`src/rtl/ahfp_add_multi_if.sv`:
```
// Purpose : custom-instruction handshake bundle for ahfp_add_multi (enable, request, operands, sum, done).
// Latency : n/a (wires only).
// Backpressure: none; the requester keeps start low until done has pulsed.
// Ports:
//   clk_en        clock enable for every register in the adder
//   start         one-cycle request, dataa/datab valid in the same cycle
//   dataa, datab  IEEE-754 single operands
//   result        registered sum, valid with done
//   done          one-cycle completion pulse
interface ahfp_add_multi_if;
  logic        clk_en;
  logic        start;
  logic [31:0] dataa;
  logic [31:0] datab;
  logic [31:0] result;
  logic        done;

  modport master (
    output clk_en, start, dataa, datab,
    input  result, done
  );

  modport slave (
    input  clk_en, start, dataa, datab,
    output result, done
  );
endinterface

```
`src/rtl/ahfp_add_multi.sv`:
```
// Purpose : multi-cycle IEEE-754 single adder (result = dataa + datab), truncating, denormals flushed.
// Latency : fixed 4 enabled cycles from start to done; one op per 5 cycles back-to-back.
// Backpressure: none; start is only accepted in IDLE, clk_en low freezes every register.
// Ports:
//   clk    rising-edge clock
//   reset  synchronous active-high, clears FSM, datapath and outputs regardless of clk_en
//   bus    ahfp_add_multi_if.slave (clk_en, start, dataa, datab -> result, done)
module ahfp_add_multi #(
  parameter int GUARD = 3
) (
  input  logic              clk,
  input  logic              reset,
  ahfp_add_multi_if.slave   bus
);

  localparam int MW  = 24 + GUARD;      // mantissa width incl. hidden bit and guard bits
  localparam int LZW = $clog2(MW + 1);  // wide enough to count every bit of a mantissa

  typedef enum logic [2:0] {
    IDLE  = 3'd0,
    ALIGN = 3'd1,
    ADD   = 3'd2,
    NORM  = 3'd3,
    PACK  = 3'd4
  } state_t;

  state_t state, state_nxt;

  // Captured operands
  logic          a_sign, b_sign;
  logic [7:0]    a_exp, b_exp;
  logic [MW-1:0] a_m, b_m;

  // Infinity/NaN inputs are resolved at pack time from these captured flags
  logic          spec, spec_nan, spec_sign;

  // Aligned operands
  logic          l_sign;
  logic [7:0]    l_exp;
  logic [MW-1:0] l_m, s_m;
  logic          eff_sub;

  // Working sum (top bit is the carry) and exponent
  logic          r_sign;
  logic [MW:0]   sum;
  logic signed [9:0] e;
  logic          zero;

  logic [31:0]   result_q, result_nxt;
  logic          done_q, done_nxt;

  // ---------------------------------------------------------------------------
  // Unpack: exponent 0 means zero, which also flushes denormals
  // ---------------------------------------------------------------------------
  logic [7:0]    in_a_exp, in_b_exp;
  logic [MW-1:0] in_a_m, in_b_m;

  always_comb begin
    in_a_exp = bus.dataa[30:23];
    in_b_exp = bus.datab[30:23];
    in_a_m   = (in_a_exp == 8'd0) ? '0 : {1'b1, bus.dataa[22:0], {GUARD{1'b0}}};
    in_b_m   = (in_b_exp == 8'd0) ? '0 : {1'b1, bus.datab[22:0], {GUARD{1'b0}}};
  end

  // ---------------------------------------------------------------------------
  // Align: larger magnitude becomes L (A wins ties), smaller is shifted right
  // without sticky; shifts past the whole mantissa leave nothing.
  // ---------------------------------------------------------------------------
  logic          a_is_l;
  logic [7:0]    al_exp, as_exp, d;
  logic [MW-1:0] al_m, as_m, as_shift;

  always_comb begin
    a_is_l   = ({a_exp, a_m} >= {b_exp, b_m});
    al_exp   = a_is_l ? a_exp : b_exp;
    as_exp   = a_is_l ? b_exp : a_exp;
    al_m     = a_is_l ? a_m   : b_m;
    as_m     = a_is_l ? b_m   : a_m;
    d        = al_exp - as_exp;
    as_shift = (d >= 8'(MW)) ? '0 : (as_m >> d);
  end

  // ---------------------------------------------------------------------------
  // Add: L >= S in magnitude, so the subtraction never goes negative
  // ---------------------------------------------------------------------------
  logic [MW:0] sum_add;

  always_comb begin
    if (eff_sub)
      sum_add = {1'b0, l_m} - {1'b0, s_m};
    else
      sum_add = {1'b0, l_m} + {1'b0, s_m};
  end

  // ---------------------------------------------------------------------------
  // Normalise: leading zeros counted below the carry bit
  // ---------------------------------------------------------------------------
  function automatic logic [LZW-1:0] lzc(input logic [MW-1:0] v);
    logic found;
    lzc   = '0;
    found = 1'b0;
    for (int i = MW - 1; i >= 0; i--) begin
      if (!found) begin
        if (v[i]) found = 1'b1;
        else      lzc   = lzc + 1'b1;
      end
    end
  endfunction

  logic [LZW-1:0] lz;

  always_comb begin
    lz = lzc(sum[MW-1:0]);
  end

  // ---------------------------------------------------------------------------
  // FSM: state register
  // ---------------------------------------------------------------------------
  always_ff @(posedge clk) begin
    if (reset)
      state <= IDLE;
    else if (bus.clk_en)
      state <= state_nxt;
  end

  // FSM: next-state
  always_comb begin
    state_nxt = state;
    case (state)
      IDLE:    if (bus.start) state_nxt = ALIGN;
      ALIGN:   state_nxt = ADD;
      ADD:     state_nxt = NORM;
      NORM:    state_nxt = PACK;
      PACK:    state_nxt = IDLE;
      default: state_nxt = IDLE;
    endcase
  end

  // FSM: outputs. The packed word and done are computed in PACK and land in
  // their registers on the edge that returns the FSM to IDLE.
  always_comb begin
    done_nxt   = 1'b0;
    result_nxt = result_q;
    if (state == PACK) begin
      done_nxt = 1'b1;
      if (spec) begin
        if (spec_nan) result_nxt = 32'h7FC0_0000;
        else          result_nxt = {spec_sign, 8'hFF, 23'h0};
      end else if (zero) begin
        result_nxt = 32'h0000_0000;
      end else if (e >= 10'sd255) begin
        result_nxt = {r_sign, 8'hFF, 23'h0};
      end else if (e <= 10'sd0) begin
        result_nxt = {r_sign, 31'h0};
      end else begin
        result_nxt = {r_sign, e[7:0], sum[22+GUARD:GUARD]};
      end
    end
  end

  // ---------------------------------------------------------------------------
  // Datapath and output registers
  // ---------------------------------------------------------------------------
  always_ff @(posedge clk) begin
    if (reset) begin
      a_sign    <= 1'b0;
      b_sign    <= 1'b0;
      a_exp     <= '0;
      b_exp     <= '0;
      a_m       <= '0;
      b_m       <= '0;
      spec      <= 1'b0;
      spec_nan  <= 1'b0;
      spec_sign <= 1'b0;
      l_sign    <= 1'b0;
      l_exp     <= '0;
      l_m       <= '0;
      s_m       <= '0;
      eff_sub   <= 1'b0;
      r_sign    <= 1'b0;
      sum       <= '0;
      e         <= '0;
      zero      <= 1'b0;
      result_q  <= '0;
      done_q    <= 1'b0;
    end else if (bus.clk_en) begin
      result_q <= result_nxt;
      done_q   <= done_nxt;
      case (state)
        IDLE: begin
          if (bus.start) begin
            a_sign    <= bus.dataa[31];
            b_sign    <= bus.datab[31];
            a_exp     <= in_a_exp;
            b_exp     <= in_b_exp;
            a_m       <= in_a_m;
            b_m       <= in_b_m;
            spec      <= (in_a_exp == 8'hFF) || (in_b_exp == 8'hFF);
            spec_nan  <= (in_a_exp == 8'hFF) && (in_b_exp == 8'hFF) &&
                         (bus.dataa[31] != bus.datab[31]);
            // A's sign wins when both are infinite
            spec_sign <= (in_a_exp == 8'hFF) ? bus.dataa[31] : bus.datab[31];
            zero      <= 1'b0;
          end
        end
        ALIGN: begin
          l_sign  <= a_is_l ? a_sign : b_sign;
          l_exp   <= al_exp;
          l_m     <= al_m;
          s_m     <= as_shift;
          eff_sub <= a_sign ^ b_sign;
        end
        ADD: begin
          sum    <= sum_add;
          e      <= $signed({2'b00, l_exp});
          r_sign <= l_sign;
        end
        NORM: begin
          if (sum[MW]) begin
            sum <= sum >> 1;
            e   <= e + 10'sd1;
          end else if (sum == '0) begin
            zero <= 1'b1;
          end else begin
            sum <= sum << lz;
            e   <= e - $signed(10'(lz));
          end
        end
        default: ;
      endcase
    end
  end

  assign bus.result = result_q;
  assign bus.done   = done_q;

endmodule
```
`src/flat_wrapper.sv`:
```
// flat-port wrapper written by rule: the top's interface ports become plain ports
module ahfp_add_multi_flat 
#(
  parameter int GUARD = 3
)
  (clk, reset, bus_clk_en, bus_start, bus_dataa, bus_datab, bus_result, bus_done);
  ahfp_add_multi_if bus_i ();
  input  logic clk;
  input  logic reset;
  input wire logic [$bits(bus_i.clk_en)-1:0] bus_clk_en;
  input wire logic [$bits(bus_i.start)-1:0] bus_start;
  input wire logic [$bits(bus_i.dataa)-1:0] bus_dataa;
  input wire logic [$bits(bus_i.datab)-1:0] bus_datab;
  output wire logic [$bits(bus_i.result)-1:0] bus_result;
  output wire logic [$bits(bus_i.done)-1:0] bus_done;
  assign bus_i.clk_en = bus_clk_en;
  assign bus_i.start = bus_start;
  assign bus_i.dataa = bus_dataa;
  assign bus_i.datab = bus_datab;
  assign bus_result = bus_i.result;
  assign bus_done = bus_i.done;
  ahfp_add_multi #(.GUARD(GUARD)) u_core (.clk(clk), .reset(reset), .bus(bus_i));
endmodule
```
`config.mk`:
```
export PLATFORM = sky130hd
export DESIGN_NAME = ahfp_add_multi_flat
export DESIGN_NICKNAME = d
export VERILOG_FILES = /design/src/rtl/ahfp_add_multi_if.sv /design/src/rtl/ahfp_add_multi.sv /design/src/flat_wrapper.sv
export SDC_FILE = /design/constraint.sdc
export NUM_CORES = 1
export LEC_CHECK = 0
export ABC_AREA = 1
export CAP_MARGIN = 20
export CORE_MARGIN = 5
export CORE_UTILIZATION = 62
export CTS_CLUSTER_DIAMETER = 120
export DETAILED_ROUTE_END_ITERATION = 6
export PLACE_DENSITY = 0.9
export SYNTH_ARGS = -nofsm -noshare
export SYNTH_HDL_FRONTEND = slang
export SYNTH_SLANG_ARGS = --single-unit
```
`constraint.sdc`:
```
create_clock -name clk -period 36.1 [get_ports clk]
set_input_delay 10.83 -clock clk [delete_from_list [all_inputs] [get_ports clk]]
set_output_delay 10.83 -clock clk [all_outputs]
set_load 0.02 [all_outputs]
```
==> flow_summary.ini <==
[yosys]
syn_inst = 2839
syn-num-nets = 3002
synth.area.top_cells = dfxtp_1 (24%), nand2_1 (16%), a21oi_1 (8.5%)
synth-edff-count = 0
syn_area_sq_mm = 0.0172
yosysTopAreaCell = dfxtp_1
ys_warn_count = 0
synth_seq_cells = 206
postSynthAreaPerCell_sq_um = 6.05
synth_top_area_share_pct = 24.0
synth_most_common_cell = nand2_1
yosysSeqAreaShare_pct = 24.0
async_flop_share_pct = 0
yosys_most_used_dff = dfxtp_1
synth_cell_types = 56
synth_common_cells = nand2_1 (728), inv_1 (370), a21oi_1 (293)

[clocking]
htree_levels = 1
cts_buffers = 22
cts_tree = yes
cts_num_sinks = 206
postCtsSetupBuffers = 0
cts.clk_slew.worst_paths_ns = 0.06
insertion_delay_ns = 0.52
clockBufferDepth = 3
hold_buffers = 0
cts-resized-gates = 0
clock-root-buffer = clkbuf_16

[setup_path]
crit_top_cell = ha_1
r2r_start = u_core.sum[25]
r2r_setup_slack_ns = 18.49
slowest_stage = nand2_2
start_kind = flip-flop
path_delay_family = adder cells
cp.arrival_ns = 17.97
reg2regPathDepth = 111
max_stage_delay_ns = 0.64
cp.required_ns = 36.46
r2r-end = u_core.e[9]
path_class = flip-flop to flip-flop
cp-end-kind = flip-flop
critPathBufInv = 19
crit_path_max_fanout = 36

[placement]
dp_hpwl_mm = 39.1
port_buffers = 100
gp_congestion = 0.974

[drt]
wirelength_mm = 51.8
via_count = 18600
wl_met1_mm = 21.2
drt_iter0_drc = 1461
drcViolationCount = 1
drt-pass1-iter-count = 7
wl_per_cell_um = 16.0
route.top_layer_used = met4
wl_met2_mm = 25.6
ant_nets = 0
viasPerCell = 5.73
wl_met3_mm = 2.83

[global_routing]
grt_pass1_wl_mm = 84.4
grt_antenna_before_repair = 0
grt_max_degree = 103
grt.overflow.total = 0
grt_usage_pct = 32.1
grt_pass1_vias = 17600

[floorplanning]
core_sq_mm = 0.0276
io_pins = 101
die_h_um = 176
dieArea_sq_mm = 0.0311
die_w_um = 176
start_util_pct = 62.3
std_cell_rows = 61

[layout]
fill_cells = 2436
antennaDiodeCount = 0
syn_to_final_growth_pct = 11.1
fin_nets = 3017
drive_gt1_share_pct = 6.17

[timing]
period_share_pct = 48.8
finalHoldViolations = 0
fmaxAchievable_mhz = 56.8
tightestPinTransition_ns = 1.07
setup_viol = 0
final.min_clock_period_ns = 17.61
max_slew_margin_pct = 28.4
final-max-slew-violation-count = 0
rsz0062_at_grt = no
whs_ns = 0.466
tns_ns = 0
fin_skew_ns = 0.0274

[min_path]
holdPathEnd = u_core.bus.result[14]
worstHoldPathCells = 2
worstHoldStart = u_core.bus.result[14]
min_path_type = flip-flop to flip-flop

[run]
drv_cap = 0

[run_status]
outcome = finished with violations
violations = DRC
-- cells by family (layout without fill, tap and decap cells) --
kind of cell	Yosys count	after routing	share of synthesized area [%]
muxes	8	8	0.466
and+or+nand+nor	1270	1270	32.6
buffers and inverters	542	572	12.4
AOI/OAI and AO/OA	665	665	20.9
DFF	206	206	24.0
xor gates and xnor gates	53	53	2.70
adders and majority gates	95	95	6.96
-- how the worst max path moves through the flow --
stage | start | end | slack [ns] | cells after the start
global placement | u_core.sum[25] | u_core.e[9] | 19.67 | 110
global route | u_core.sum[25] | u_core.e[9] | 16.94 | 112
detailed placement | u_core.sum[25] | u_core.e[9] | 18.76 | 112
floorplan | u_core.sum[25] | u_core.e[9] | 20.89 | 113
finish | u_core.sum[25] | u_core.e[9] | 18.49 | 111
CTS | u_core.sum[25] | u_core.e[9] | 18.62 | 112
-- flip-flops by register name, indices dropped and copies added (netlist names), 3 cells and up --
register           count
u_core.l_m            24
u_core.sum            28
u_core.state           3
u_core.a_exp           8
u_core.b_m            24
u_core.b_exp           8
u_core.bus.result     32
u_core.l_exp           8
u_core.s_m            27
u_core.a_m            24
u_core.e              10
-- area by class of cell --
type / instances / area (sq um) / area share, %
clock inverters: 12 / 198 / 1.04
clock buffers: 27 / 611 / 3.20
flip-flops and latches: 206 / 4120 / 21.6
repair buffers: 122 / 1160 / 6.10
inverters: 411 / 1560 / 8.15
well taps: 378 / 473 / 2.48
multi-input cells: 2091 / 11000 / 57.4
-- cells in the final DEF (no fill, tap or decap), types with 37 or more instances in the layout --
cell type,count
nand2_1,728
inv_1,369
a21oi_1,293
o21ai_0,216
nand3_1,206
dfxtp_1,206
nor2_1,190
clkdlybuf4s50_1,99
ha_1,94
o21ai_1,42
xor2_1,37
-- per-layer routing --
metal  global-route usage, %  vias up
li1                        -     9316
met1                    38.4     8535
met2                    58.6      633
met3                    3.23      136
met4                    13.3        0
met5                       0        -
-- through the flow --
stage / std cells / instance area, sq um / utilization [%] / worst slack [ns]
5_1_grt: 3247 / 19100 / 69.3 / 16.94
6_report: 3247 / 19100 / 69.3 / 18.49
3_3_place_gp: 3208 / 18300 / 66.3 / 19.67
2_1_floorplan: 2839 / 17200 / - / 20.89
4_1_cts: 3247 / 19100 / 69.3 / 18.62
3_5_place_dp: 3208 / 18300 / 66.3 / 18.76
-- worst register-to-register path: cells and delay by family, from the launching register on --
kind                       cells  cell delay (ns)
adders and majority gates     26             7.05
xor gates and xnor gates       2             0.35
and+or+nand+nor               43             5.17
DFF                            1             0.46
buffers and inverters         19             1.43
AOI/OAI and AO/OA             21             3.00
Power is left out: the tool's default activity adds up to more than one toggle a clock period on the data nets, which glitch-free logic cannot reach.
